<file path="config.mk">
export PLATFORM = sky130hd
export DESIGN_NAME = psum_accumulator
export DESIGN_NICKNAME = d
export VERILOG_FILES = /design/src/rtl/psum_accumulator.sv
export SDC_FILE = /design/constraint.sdc
export NUM_CORES = 1
export LEC_CHECK = 0
export CORE_MARGIN = 2
export CORE_UTILIZATION = 54
export DETAILED_ROUTE_END_ITERATION = 8
export GPL_TIMING_DRIVEN = 0
export MAX_ROUTING_LAYER = met4
export PLACE_DENSITY = 0.79
export RECOVER_POWER = 100
export SYNTH_ARGS = -nofsm -noshare
export SYNTH_HDL_FRONTEND = slang
export SYNTH_SLANG_ARGS = --single-unit
</file>
<file path="constraint.sdc">
create_clock -name clk -period 4.05 [get_ports clk]
set_input_delay 1.215 -clock clk [delete_from_list [all_inputs] [get_ports clk]]
set_output_delay 1.215 -clock clk [all_outputs]
set_load 0.01 [all_outputs]
</file>
<file path="src/rtl/psum_accumulator.sv">
// Pipelined partial-sum accumulator: reduces CH lanes per beat, then folds the
// beat sum into an ACC_W accumulator (plain add or shift-and-add) per framed group.
module psum_accumulator #(
  parameter int CH     = 4,
  parameter int IN_W   = 4,
  parameter int ACC_W  = 16,
  parameter int SIGNED = 0,
  parameter int SAT    = 0
) (
  input  logic                 clk,
  input  logic                 rst_n,
  input  logic                 in_valid,
  input  logic [CH*IN_W-1:0]   in_data,
  input  logic                 in_first,
  input  logic                 in_last,
  input  logic                 shift_en,
  output logic                 out_valid,
  output logic [ACC_W-1:0]     out_data,
  output logic                 out_ovf
);

  localparam int SUM_W = IN_W + $clog2(CH);
  // Two guard bits hold acc<<1 plus a beat sum exactly, so overflow is detectable.
  localparam int EXT_W = ACC_W + 2;

  typedef enum logic {IDLE, ACCUM} state_t;

  function automatic logic signed [SUM_W-1:0] ext_lane(input logic [IN_W-1:0] v);
    logic pad;
    pad = (SIGNED != 0) & v[IN_W-1];
    return {{(SUM_W-IN_W){pad}}, v};
  endfunction

  function automatic logic signed [EXT_W-1:0] ext_sum(input logic signed [SUM_W-1:0] v);
    logic pad;
    pad = (SIGNED != 0) & v[SUM_W-1];
    return {{(EXT_W-SUM_W){pad}}, v};
  endfunction

  function automatic logic signed [EXT_W-1:0] ext_acc(input logic [ACC_W-1:0] v);
    logic pad;
    pad = (SIGNED != 0) & v[ACC_W-1];
    return {{2{pad}}, v};
  endfunction

  function automatic logic ovf_check(input logic signed [EXT_W-1:0] v);
    logic [2:0] top;
    top = v[EXT_W-1:ACC_W-1];
    if (SIGNED != 0) return !((&top) || !(|top));
    else             return |v[EXT_W-1:ACC_W];
  endfunction

  function automatic logic [ACC_W-1:0] saturate(input logic neg);
    if (SIGNED != 0)
      return neg ? {1'b1, {(ACC_W-1){1'b0}}} : {1'b0, {(ACC_W-1){1'b1}}};
    else
      return {ACC_W{1'b1}};
  endfunction

  logic signed [SUM_W-1:0] lane_sum;
  logic signed [SUM_W-1:0] sum_p1;
  logic                    vld_p1, first_p1, last_p1, shift_p1;
  logic [ACC_W-1:0]        acc_p2;
  logic                    ovf_p2;
  state_t                  state;

  logic                    new_group;
  logic signed [EXT_W-1:0] base, exact;
  logic                    ovf_now;
  logic [ACC_W-1:0]        acc_nxt;
  logic                    ovf_nxt;

  always_comb begin
    lane_sum = '0;
    for (int i = 0; i < CH; i++)
      lane_sum = lane_sum + ext_lane(in_data[i*IN_W +: IN_W]);
  end

  always_comb begin
    new_group = first_p1 || (state == IDLE);
    if (new_group)     base = '0;
    else if (shift_p1) base = ext_acc(acc_p2) <<< 1;
    else               base = ext_acc(acc_p2);
    exact   = base + ext_sum(sum_p1);
    ovf_now = ovf_check(exact);
    acc_nxt = ((SAT != 0) && ovf_now) ? saturate(exact[EXT_W-1]) : exact[ACC_W-1:0];
    ovf_nxt = ovf_now | (ovf_p2 & !new_group);
  end

  always_ff @(posedge clk) begin
    if (!rst_n) begin
      vld_p1    <= 1'b0;
      sum_p1    <= '0;
      first_p1  <= 1'b0;
      last_p1   <= 1'b0;
      shift_p1  <= 1'b0;
      acc_p2    <= '0;
      ovf_p2    <= 1'b0;
      state     <= IDLE;
      out_valid <= 1'b0;
      out_data  <= '0;
      out_ovf   <= 1'b0;
    end else begin
      // stage 1: lane reduction
      vld_p1 <= in_valid;
      if (in_valid) begin
        sum_p1   <= lane_sum;
        first_p1 <= in_first;
        last_p1  <= in_last;
        shift_p1 <= shift_en;
      end
      // stage 2: accumulate and publish
      out_valid <= 1'b0;
      if (vld_p1) begin
        acc_p2 <= acc_nxt;
        ovf_p2 <= ovf_nxt;
        state  <= last_p1 ? IDLE : ACCUM;
        if (last_p1) begin
          out_valid <= 1'b1;
          out_data  <= acc_nxt;
          out_ovf   <= ovf_nxt;
        end
      end
    end
  end

endmodule

</file>
Word-level counts from Yosys, hierarchy flattened
Cells that the tools add are included.

Bits in registers: 46. Output and inout port bits: 18. Logic and storage cells: 27.

Add/subtract/negate cells: 4. Multiplexer cells: 4. Bitwise gates (word level): 3. Reductions and logical operators: 5.

Operators by type and width (number): two-way mux 17 bit (2); adder 18 x 7 -> 18 bit (1); adder 5 x 4 -> 6 bit (1); adder 6 x 5 -> 6 bit (1); adder 4 x 4 -> 5 bit (1); AND reduction 2 bit (2); two-way mux 1 bit (2); OR reduction 2 bit (1); bitwise AND 1 bit (1); zero test 1 bit (1); logical OR 1 bit (1); NOT 1 bit (1); bitwise OR 1 bit (1).

Logic depth before layout (Yosys ltp)
Depth after elaboration: 6. Gate-level depth with buffers: 11.

Worst setup path before layout
OpenSTA, ideal clock, no wires.

Path kind: input-to-reg. Start point: input in_data[1]. End point: register sum_p1[5]. Setup time: 140 ps. Arrival time: 3229 ps. Setup slack: 681 ps. Stages: 9. Path buffers: 0. Path through: inv_1 -> fa_1 -> inv_1 -> fa_1 -> ha_1 -> fa_1 -> a21o_1 -> a21oi_1 -> a21oi_1.

Longest elaborated chain between the ends: 3.

Ends and longest elaborated chain: start: declaration (line 13) `input logic [CH*IN_W-1:0] in_data,`; adder 4 x 4 -> 5 bit (line 76) `lane_sum = lane_sum + ext_lane(in_data[i*IN_W +: IN_W]);`; adder 5 x 4 -> 6 bit (line 76); adder 6 x 5 -> 6 bit (line 76); end signal: assignment (line 107) `sum_p1 <= lane_sum;`; end: declaration (line 61) `logic signed [SUM_W-1:0] sum_p1;`.

Every way passes these cells. A chain may end at the register's enable or synchronous reset.

Worst setup path in the final report
Ends and elaborated chain as after synthesis.

==> flow_metrics.env <==
export IMPL_slew_violations=0
export IMPL_n_antenna_cell=0
export IMPL_portBuffers=38
export IMPL_area_growth_pct=20.3
export IMPL_cts_tree="built"
export IMPL_syn_inst=312
export IMPL_clock_skew_ps=15.6
export IMPL_critical_path_class="input port to flip-flop"
export IMPL_status="completed"
export IMPL_ios=40
export IMPL_slowest_stage="fa_1"
export IMPL_first_global_vias=2269
export IMPL_p_leak_nw=1.33
export IMPL_synth_edff_count=0
export IMPL_start_util_pct=57.1
export IMPL_drt_first_pass_iters=4
export IMPL_slowest_delay_ps=530
export IMPL_fin_crit_ps=3730
export IMPL_switching_power_mw=0.300
export IMPL_ctsHtreeMaxLevel=2
export IMPL_ys_warn_count=0
export IMPL_num_vias=2415
export IMPL_grt_max_degree=15
export IMPL_worst_slew_pin_slew_ps=625
export IMPL_timing_final_crit_share_pct=92.1
export IMPL_final_cells=425
export IMPL_synthesis_nets=354
export IMPL_die_y_um=75.4
export IMPL_track_usage_pct=26.4
export IMPL_antenna_found_initial=0
export IMPL_final_nets=399
export IMPL_swShare_pct=28.1
export IMPL_fillers=434
export IMPL_ys_seq_area_share_pct=33.5
export IMPL_clockBufferDepth=2
export IMPL_synth_area_um2=2750
export IMPL_rsz0062_at_grt="false"
export IMPL_final_hold_viol_count=0
export IMPL_finalPower_mw=1.07
export IMPL_numCtsBuffers=5
export IMPL_dp_cells=417
export IMPL_start_kind="input port"
export IMPL_cp_top_family="adder cells"
export IMPL_vias_per_cell=5.68
export IMPL_place_congestion=0.981
export IMPL_drt_iter0_markers=123
export IMPL_dominantRegCellSynth="dfxtp_1"
export IMPL_cts_sinks=46
export IMPL_p_int_mw=0.768
export IMPL_hpwlAfterDp_mm=4.91
export IMPL_p_clk_share_pct=32.3
export IMPL_synth_seq_cells=46
export IMPL_worstRegToRegCells=11
export IMPL_cts_setup_buffers=0
export IMPL_wl_mm=6.44
export IMPL_cts_root_buf="clkbuf_8"
export IMPL_end_kind="flip-flop"
export IMPL_cap_violations=0
export IMPL_maxSlewHeadroom_pct=58.3
export IMPL_combPwrFrac_pct=21.0
export IMPL_wl_per_cell_um=15.2
export IMPL_cts_clk_slew_worst_paths_ps=90
export IMPL_die_area_um2=5680
export IMPL_post_route_util_pct=68.7
export IMPL_worstPathCellList="dlygate4sd3_1 > inv_1 > fa_1 > inv_1 > fa_1 > ha_1 > fa_1 > a21o_1 > a21oi_1 > a21oi_1"
export IMPL_rrSetupSlack_ps=410
export IMPL_fmax_ghz=0.268
export IMPL_powerDensity_nw_per_um2=323
export IMPL_path_depth=10
export IMPL_num_rows=25
export IMPL_grt_pass1_wl_mm=10.9
export IMPL_cp_max_fo=2
export IMPL_postSynthAreaPerCell_um2=8.81
export IMPL_setup_tns_ps=0
export IMPL_drc=0
export IMPL_crit_required_ps=4210
export IMPL_core_um2=4820
export IMPL_synthArstFlopShare_pct=0
export IMPL_holdBufCountCts=0
export IMPL_synth_cell_type_count=48
export IMPL_postCtsResizedCells=0
export IMPL_hold_depth=2
export IMPL_path_common_cell="fa_1"
export IMPL_crit_arrival_ps=3890
export IMPL_p_seq_share_pct=46.8
export IMPL_finalSetupViolCount=0
export IMPL_cp_num_buf_inv=3
export IMPL_clk_latency_ps=310
export IMPL_die_w_um=75.4
export IMPL_grt_ovfl_total=0
export IMPL_vdd_ir_drop_max_mv=0.241
export IMPL_ant_nets=0
export IMPL_layout_drive_gt1_share_pct=4.47
export IMPL_hp_class="flip-flop to flip-flop"
==> layer usage <==
layer  GRT usage, %  part of all wire, %  up-vias
met1           33.1                   45     1166
met3           3.70                  4.0       11
li1               -                    -     1187
met4           9.75                  1.9        0
met2           43.5                   49       51
met5              -                    0        -
==> worst reg2reg max path, delay by kind of cell, from the launching register on <==
| family | cells | cell delay, ps |
|---|---|---|
| simple gates | 3 | 400 |
| compound gates | 4 | 1360 |
| flops | 1 | 410 |
| buf+inv | 2 | 730 |
| fa+ha+maj | 2 | 620 |
==> final cells by class <==
type	instances	area, um^2	share of cell area [%]
clock buffer	6	72.6	2.19
multi-input combinational	228	1660	50.2
timing repair buffer	38	380	11.5
buffer	16	71.3	2.16
clock inverter	2	37.5	1.13
inverter	22	82.6	2.50
sequential	46	921	27.8
tap	67	83.8	2.53
==> power groups by stage <==
stage          clock network, mW  logic (mW)  registers [mW]
3_5_place_dp                   0       0.224           0.510
2_1_floorplan                  0       0.159           0.505
5_1_grt                    0.366       0.254           0.503
6_report                   0.344       0.224           0.500
4_1_cts                    0.350       0.227           0.499
3_3_place_gp                   0       0.219           0.509
==> placed cells by master (no fill, tap or decap), drive strengths merged, types with 5 or more instances in the layout <==
master / Yosys / final
clkbuf: 9 / 17
a21oi: 27 / 27
nand2b: 6 / 6
ha: 11 / 11
a211oi: 9 / 9
nor2: 28 / 28
fa: 9 / 9
nand3: 11 / 11
mux2i: 25 / 25
inv: 22 / 22
buf: 7 / 5
xnor2: 5 / 5
o21ai: 20 / 20
dlygate4sd3: 0 / 21
nand2: 23 / 23
xor2: 8 / 8
nand3b: 5 / 5
dfxtp: 46 / 46
a21o: 5 / 5
clkdlybuf4s50: 0 / 17
==> cells in the mapped netlist, types with 2 or more instances <==
cell type   n  share of area [%]
o21ai_1     3               0.55
o31ai_1     2               0.55
a31oi_1     3               0.68
nand3_1    10                1.8
and3_1      2               0.45
mux2i_1    24                8.7
o211ai_1    3               0.82
fa_1        9                6.6
nor2_1     28                3.8
buf_1       3               0.41
nand2_1    23                3.1
o21ai_0    17                3.1
a2111oi_2   2                1.1
a21o_1      5                1.4
inv_1      22                3.0
xnor2_1     5                1.6
and2_1      4               0.91
a311o_1     2               0.73
nand3b_1    5                1.4
a211oi_1    7                1.9
clkbuf_1    9                1.2
ha_1       11                5.0
xor2_1      8                2.5
buf_2       3               0.55
a21oi_1    27                4.9
nor3b_1     2               0.55
dfxtp_1    46                 33
nand2b_1    6                1.4
nor4b_1     2               0.64
==> cell families (layout without fill, tap and decap cells) <==
family	Yosys count	in the layout	share of synthesized area, %
xor+xnor	13	13	4.14
fa+ha+maj	20	20	11.6
compound gates	83	83	20.3
buf+inv	38	84	5.60
simple gates	87	87	15.7
flops	46	46	33.5
mux	25	25	9.24
==> worst paths after layout <==
| path | from | end |
|---|---|---|
| setup / recovery | in_data[1] | sum_p1[5]$_SDFFE_PN0P_ |
| hold / removal | out_data[0]$_SDFFE_PN0P_ | out_data[0]$_SDFFE_PN0P_ |
| setup reg to reg | first_p1$_SDFFE_PN0P_ | ovf_p2$_SDFFE_PN0P_ |
| hold reg to reg | out_data[0]$_SDFFE_PN0P_ | out_data[0]$_SDFFE_PN0P_ |
==> registers in the layout, summed over array words and instances, names as in the netlist <==
name       flops
first_p1       1
out_ovf        1
out_valid      1
out_data      16
shift_p1       1
vld_p1         1
ovf_p2         1
acc_p2        16
state          1
last_p1        1
sum_p1         6
==> stage by stage <==
| step | setup WS [ps] | hold slack, ps | cell area (um^2) |
|---|---|---|---|
| after floorplan | 681 | 467 | 2750 |
| after global placement | 107 | 440 | 3210 |
| after detailed placement | 65.4 | 450 | 3210 |
| after CTS | 388 | 465 | 3320 |
| after global routing | 84.8 | 492 | 3310 |
| final | 319 | 462 | 3310 |
Note: power is estimated with default switching activity, not from simulation.
==> patch 1 (same settings) <==
Set the parameter `SAT` to 1 (it was 0).
--- a/src/rtl/psum_accumulator.sv
+++ b/src/rtl/psum_accumulator.sv
@@ -6,5 +6,5 @@
   parameter int ACC_W  = 16,
   parameter int SIGNED = 0,
-  parameter int SAT    = 0
+  parameter int SAT    = 1
 ) (
   input  logic                 clk,
Behaviour: no difference found for any inputs over 4 cycles, from zero or initial values and one cycle with rst_n low; that may be too few to reach the edited logic, so the function may still have changed.
==> patch 1 against the original RTL <==
Power decreased by 0.84%; global-route usage grew 0.42 points; synthesized area is essentially flat; non-clock buffer count increased by 3; worst setup slack lost 0.084 ns; final area up 0.98%; register-to-register slack got worse by 0.17 ns; routed wire length is 3.1% higher; sequential cell count unchanged; cell count up 1.9%; critical path type is now reg2reg; synthesized cell count is 2.2% higher; clock power is 6% lower; count of clock-buffer cells in the layout increased by 2.
==> patch 1: results (changes against the original RTL) <==
| Parameter | Value | Unit | Delta |
|---|---|---|---|
| Top cell types by occurrence after synthesis | sky130_fd_sc_hd__dfxtp_1, sky130_fd_sc_hd__a21oi_1, sky130_fd_sc_hd__nand2_1 | - |  |
| Drt first pass iters | 4 | - | unchanged |
| Net count after synthesis | 361 | - | +2.0% |
| Main flop type after synthesis | sky130_fd_sc_hd__dfxtp_1 | - |  |
| Final Instance Count excl. Fillers | 433 | - | +1.9% |
| I/O Buffers | 39 | - | +2.6% |
| Pleak | 1.41 | nW | +5.7% |
| H-Tree Level Count | 2 | - | unchanged |
| Antenna violations before repair | 0 | - | unchanged |
| Bufs on Longest Clock Path | 2 | - | unchanged |
| Share of synthesized area occupied by flip-flops and latches | 33.5 | % | about the same |
| Cell type of the slowest stage on the worst timing path | sky130_fd_sc_hd__a221oi_2 | - |  |
| Type of the most critical hold path | reg2reg | - |  |
| Switching power summed over all nets | 0.300 | mW | about the same |
| Source-to-sink clock delay at the later pin of the worst-skew pair | 0.29 | ns | -0.02 ns |
| Synth cell types | 48 | - | unchanged |
| Placed insts | 425 | - | +1.9% |
| Final HPWL from detailed placement | 4960 | um | +0.85% |
| Final-stage net count | 407 | - | +2.0% |
| Transition at the pin with the smallest max-transition slack | 0.897 | ns | +0.272 ns |
| Longest individual stage delay on the worst path | 0.54 | ns |  |
| Total wire length | 6640 | um | +3.1% |
| Share of cells above drive strength 1 | 5.74 | % | +1.3 points |
| Overall global routing resource usage | 26.8 | % | +0.42 points |
| Gpl congestion | 0.944 | - | -3.8% |
| Violation count after the first detailed-route iteration | 263 | - | +110% |
| Number of global-route vias before repair | 2404 | - | +5.9% |
| CTS Root Cell | sky130_fd_sc_hd__clkbuf_8 | - |  |
| TritonCTS Buffers | 5 | - | unchanged |
| Number of inserted diodes | 0 | - | unchanged |
| Status | finished clean | - |  |
| Cell types with the largest area share after synthesis | sky130_fd_sc_hd__dfxtp_1, sky130_fd_sc_hd__a21oi_1, sky130_fd_sc_hd__fa_1 | - |  |
| Number of buffers inserted by post-CTS setup repair | 0 | - | unchanged |
| Fraction of registers with async set or reset after synthesis | 0 | % | unchanged |
| Peak supply drop | 0.292 | mV | +21% |
| Arrival @ worst endpoint | 4.03 | ns | +0.14 ns |
| Largest net degree at the start of global routing | 14 | - | -1 |
| Mapped Cells | 319 | - | +2.2% |
| Warnings from Yosys | 0 | - | unchanged |
| Post-detailed-placement cell area | 0.00323 | mm^2 | +0.35% |
| First-pass GRT wire length | 11300 | um | +3.2% |
| Family with the most delay on the worst path | compound AO/OA/AOI/OAI gates | - |  |
| Via count normalized by instance count | 5.59 | - | -1.6% |
| Maximum fanout along the worst path | 10 | - | +8 |
| Skew final | 0.00228 | ns | -0.0133 ns |
## patch 1: cell count changes after synthesis, sizes merged, moves of 5 or more
cell / change
a211oi: -9
a21oi: +12
mux2i: -9
nand2: +10
nand3: -5
nor2: -19
nor2b: +9
o21ai: +13
xnor2: +5
## patch 1: tightest hold or removal path: cells and delay by family, from the launching register on
| kind | cells | cell delay, ns |
|---|---|---|
| flops | 1 | 0.33 |
| compound gates | 1 | 0.05 |
| simple gates | 1 | 0.04 |
## patch 1: layout make-up
class	instances	area, um^2
Clock buffer	8	110
Sequential cell	46	921
Buffer	18	92.6
Timing Repair Buffer	39	390
Tap cell	67	83.8
Inverter	19	71.3
Fill cell	425	1480
Multi-Input combinational cell	236	1670
## patch 1: final timing paths
path         slack, ns  depth (start not counted)                        to                      from
max               0.24                         13  out_data[5]$_SDFFE_PN0P_     shift_p1$_SDFFE_PN0P_
max reg2reg       0.24                         13  out_data[5]$_SDFFE_PN0P_     shift_p1$_SDFFE_PN0P_
min               0.45                          2  out_data[9]$_SDFFE_PN0P_  out_data[9]$_SDFFE_PN0P_
min reg2reg       0.45                          2  out_data[9]$_SDFFE_PN0P_  out_data[9]$_SDFFE_PN0P_
## patch 1: layer usage
| layer | up-vias | GRT usage (%) | part of all wire, % |
|---|---|---|---|
| li1 | 1205 | - | - |
| met1 | 1138 | 37.5 | 48 |
| met2 | 70 | 40.7 | 46 |
| met3 | 8 | 5.03 | 5.6 |
| met4 | 0 | 5.85 | 0.80 |
| met5 | - | - | 0 |
## patch 1: power by group through the flow
| stage | Sequential [mW] | Combinational [mW] | Clock (mW) |
|---|---|---|---|
| final | 0.501 | 0.233 | 0.325 |
| after global routing | 0.504 | 0.266 | 0.338 |
| after CTS | 0.500 | 0.237 | 0.326 |
| after detailed placement | 0.510 | 0.235 | 0 |
| after global placement | 0.510 | 0.224 | 0 |
| after floorplan | 0.504 | 0.167 | 0 |
## patch 1: what timing repair did
action	CTS	global route
setup endpoints to repair	33	32
hold buffers	0	0
gates resized for setup	1	2
## patch 1: cell families (layout without fill, tap and decap cells)
kind of cell | count (synthesis) | in the layout | synth area share, %
AND/OR/NAND/NOR | 84 | 84 | 16.1
XOR/XNOR | 14 | 14 | 4.46
multiplexers | 18 | 18 | 6.64
AO/OA/AOI/OAI | 100 | 100 | 21.9
adder cells (fa/ha/maj) | 20 | 20 | 11.6
flip-flops | 46 | 46 | 33.5
buffers and inverters | 37 | 84 | 5.91
## patch 1: stage by stage
step | setup WS (ns) | hold slack (ns)
floorplan | 0.663 | 0.443
global placement | -0.0953 | 0.434
detailed placement | -0.116 | 0.442
CTS | 0.134 | 0.454
global route | 0.0420 | 0.475
finish | 0.235 | 0.451
==> patch 2 (same settings) <==
Made on the original files. Register the inputs `in_valid`, `in_data`, `in_last` and `shift_en` before use, cleared by the reset. The logic sees them one clock later.
--- a/src/rtl/psum_accumulator.sv
+++ b/src/rtl/psum_accumulator.sv
@@ -25,4 +25,23 @@
 
   typedef enum logic {IDLE, ACCUM} state_t;
+
+  logic in_valid_q;
+  logic [CH*IN_W-1:0] in_data_q;
+  logic in_last_q;
+  logic shift_en_q;
+
+  always_ff @(posedge clk) begin
+    if (!rst_n) begin
+      in_valid_q <= '0;
+      in_data_q  <= '0;
+      in_last_q  <= '0;
+      shift_en_q <= '0;
+    end else begin
+      in_valid_q <= in_valid;
+      in_data_q  <= in_data;
+      in_last_q  <= in_last;
+      shift_en_q <= shift_en;
+    end
+  end
 
   function automatic logic signed [SUM_W-1:0] ext_lane(input logic [IN_W-1:0] v);
@@ -74,5 +93,5 @@
     lane_sum = '0;
     for (int i = 0; i < CH; i++)
-      lane_sum = lane_sum + ext_lane(in_data[i*IN_W +: IN_W]);
+      lane_sum = lane_sum + ext_lane(in_data_q[i*IN_W +: IN_W]);
   end
 
@@ -103,10 +122,10 @@
     end else begin
       // stage 1: lane reduction
-      vld_p1 <= in_valid;
-      if (in_valid) begin
+      vld_p1 <= in_valid_q;
+      if (in_valid_q) begin
         sum_p1   <= lane_sum;
         first_p1 <= in_first;
-        last_p1  <= in_last;
-        shift_p1 <= shift_en;
+        last_p1  <= in_last_q;
+        shift_p1 <= shift_en_q;
       end
       // stage 2: accumulate and publish
Behaviour: not the same (Yosys sat finds a counterexample within 4 cycles, from zero or initial values and one cycle with rst_n low).
==> patch 2 against the original RTL <==
Sequential cell count up 19; routed wire length up 14%; clock skew down 0.0056 ns; final area rose by 18%; synthesized area grew 17%; power increased by 38%; worst setup slack better by 0.11 ns; sequential share of layout area increased by 5.5 points.
==> patch 2: results (changes against the original RTL) <==
| Parameter | Value | Unit | Delta |
|---|---|---|---|
| Status | finished clean | - |  |
| Post-detailed-placement cell area | 0.00371 | mm^2 | +15% |
| Fraction of registers with async set or reset after synthesis | 0 | % | unchanged |
| Final Instance Count excl. Fillers | 480 | - | +13% |
| First element of the critical path | first_p1$_SDFFE_PN0P_ | - |  |
| H-Tree Level Count | 3 | - | +1 |
| Longest individual stage delay on the worst path | 0.49 | ns | -0.04 ns |
| Biggest regs | acc_p2: 16 flops, in_data_q: 16 flops, out_data: 16 flops | - |  |
| Via count normalized by instance count | 5.49 | - | -3.5% |
| Share of cells above drive strength 1 | 5.68 | % | +1.2 points |
| Gpl congestion | 0.901 | - | -8.2% |
| Worst slew margin | 56.5 | % | -1.8 points |
| Switching power summed over all nets | 0.370 | mW | +23% |
| Bufs on Longest Clock Path | 2 | - | unchanged |
| End of the worst hold path | out_data[3]$_SDFFE_PN0P_ | - |  |
| Total met3 wirelength after detailed routing | 426 | um | +66% |
| Share of synthesized area occupied by flip-flops and latches | 40.4 | % | +6.9 points |
| Source-to-sink clock delay at the later pin of the worst-skew pair | 0.35 | ns | +0.04 ns |
| First-pass GRT wire length | 12200 | um | +12% |
| TritonCTS Buffers | 9 | - | +4 |
| Maximum fanout along the worst path | 10 | - | +8 |
| Type of the most critical hold path | reg2reg | - |  |
| I/O Buffers | 39 | - | +2.6% |
| Top cell types by occurrence after synthesis | sky130_fd_sc_hd__dfxtp_1, sky130_fd_sc_hd__nor2_1, sky130_fd_sc_hd__a21oi_1 | - |  |
| Terminus of the critical flop-to-flop path | ovf_p2$_SDFFE_PN0P_ | - |  |
| Worst R2R Path Depth | 12 | - | +1 |
| Violation count after the first detailed-route iteration | 208 | - | +69% |
| Placed insts | 464 | - | +11% |
| Skew final | 0.0100 | ns | -0.00560 ns |
| Synth cell types | 43 | - | -10% |
| Number of global-route vias before repair | 2600 | - | +15% |
| Post-synthesis area per instance | 9.21 | um^2 | +4.4% |
| Net count after synthesis | 392 | - | +11% |
| Cell types with the largest area share after synthesis | sky130_fd_sc_hd__dfxtp_1, sky130_fd_sc_hd__mux2i_1, sky130_fd_sc_hd__fa_1 | - |  |
| Pleak | 1.49 | nW | +12% |
| Cell type of the slowest stage on the worst timing path | sky130_fd_sc_hd__clkbuf_1 | - |  |
| Largest net degree at the start of global routing | 13 | - | -2 |
| Overall global routing resource usage | 25.8 | % | -0.65 points |
| Met2 Wirelength | 3460 | um | +9.6% |
| Final HPWL from detailed placement | 5350 | um | +9.0% |
| Worst-case register-to-register setup slack | 0.42 | ns |  |
| Metal1 wirelength | 3150 | um | +8.5% |
| Final worst hold slack | 0.452 | ns | -0.0100 ns |
| Beginning of the worst hold path | out_data[3]$_SDFFE_PN0P_ | - |  |
| Clock-pin slew on the worst setup and hold paths | 0.07 | ns | -0.02 ns |
| Peak supply drop | 0.348 | mV | +44% |
| Routed WL per cell | 15.2 | um | +0.54% |
| Arrival @ worst endpoint | 3.83 | ns | -0.06 ns |
| Final-stage net count | 442 | - | +11% |
[patch 2: logic make-up after synthesis]
group	share of synthesized area [%]
AOI/OAI and AO/OA	14.8
xor gates and xnor gates	4.08
adders and majority gates	9.86
buffers and inverters	4.74
DFF	40.4
muxes	8.39
and+or+nand+nor	17.7
[patch 2: how the worst max path moves through the flow]
stage | endpoint | slack (ns) | depth (start not counted)
after floorplan | acc_p2[12]$_SDFFE_PN0P_ | 1.30 | 12
after global placement | ovf_p2$_SDFFE_PN0P_ | 0.54 | 12
after detailed placement | ovf_p2$_SDFFE_PN0P_ | 0.52 | 12
after CTS | ovf_p2$_SDFFE_PN0P_ | 0.45 | 12
after global routing | acc_p2[15]$_SDFFE_PN0P_ | 0.11 | 11
final | ovf_p2$_SDFFE_PN0P_ | 0.42 | 12
[patch 2: layout make-up]
| cell class | count | area, um^2 |
|---|---|---|
| plain buffers | 18 | 77.6 |
| inverters | 20 | 75.1 |
| clock inverters | 6 | 90.1 |
| repair buffers | 39 | 390 |
| clock buffers | 10 | 138 |
| multi-input cells | 247 | 1730 |
| flip-flops and latches | 65 | 1300 |
| well taps | 75 | 93.8 |
| fillers | 491 | 1950 |
[patch 2: power groups by stage]
| stage | sequential [mW] | clock [mW] | combinational (mW) |
|---|---|---|---|
| floorplan | 0.690 | 0 | 0.111 |
| detailed placement | 0.695 | 0 | 0.164 |
| global route | 0.684 | 0.670 | 0.184 |
| CTS | 0.680 | 0.642 | 0.165 |
| finish | 0.680 | 0.634 | 0.162 |
| global placement | 0.695 | 0 | 0.159 |
[patch 2: through the flow]
step                power [mW]  setup slack, ns  util (%)
floorplan                0.801             1.30         -
global placement         0.854            0.544      63.3
detailed placement       0.859            0.517      63.3
CTS                       1.49            0.450      67.2
global route              1.54            0.109      66.7
finish                    1.48            0.425      66.7
[patch 2: metal layers]
metal	global-route usage, %	vias to the layer above
met2	38.8	84
met5	-	-
li1	-	1294
met4	18.3	0
met1	31.0	1234
met3	4.89	21
[patch 2: worst max-delay path: cells and delay by family, from the launching register on]
family / cells / cell delay (ns)
and+or+nand+nor: 3 / 0.42
AOI/OAI and AO/OA: 5 / 1.18
DFF: 1 / 0.42
buffers and inverters: 2 / 0.79
adders and majority gates: 2 / 0.69
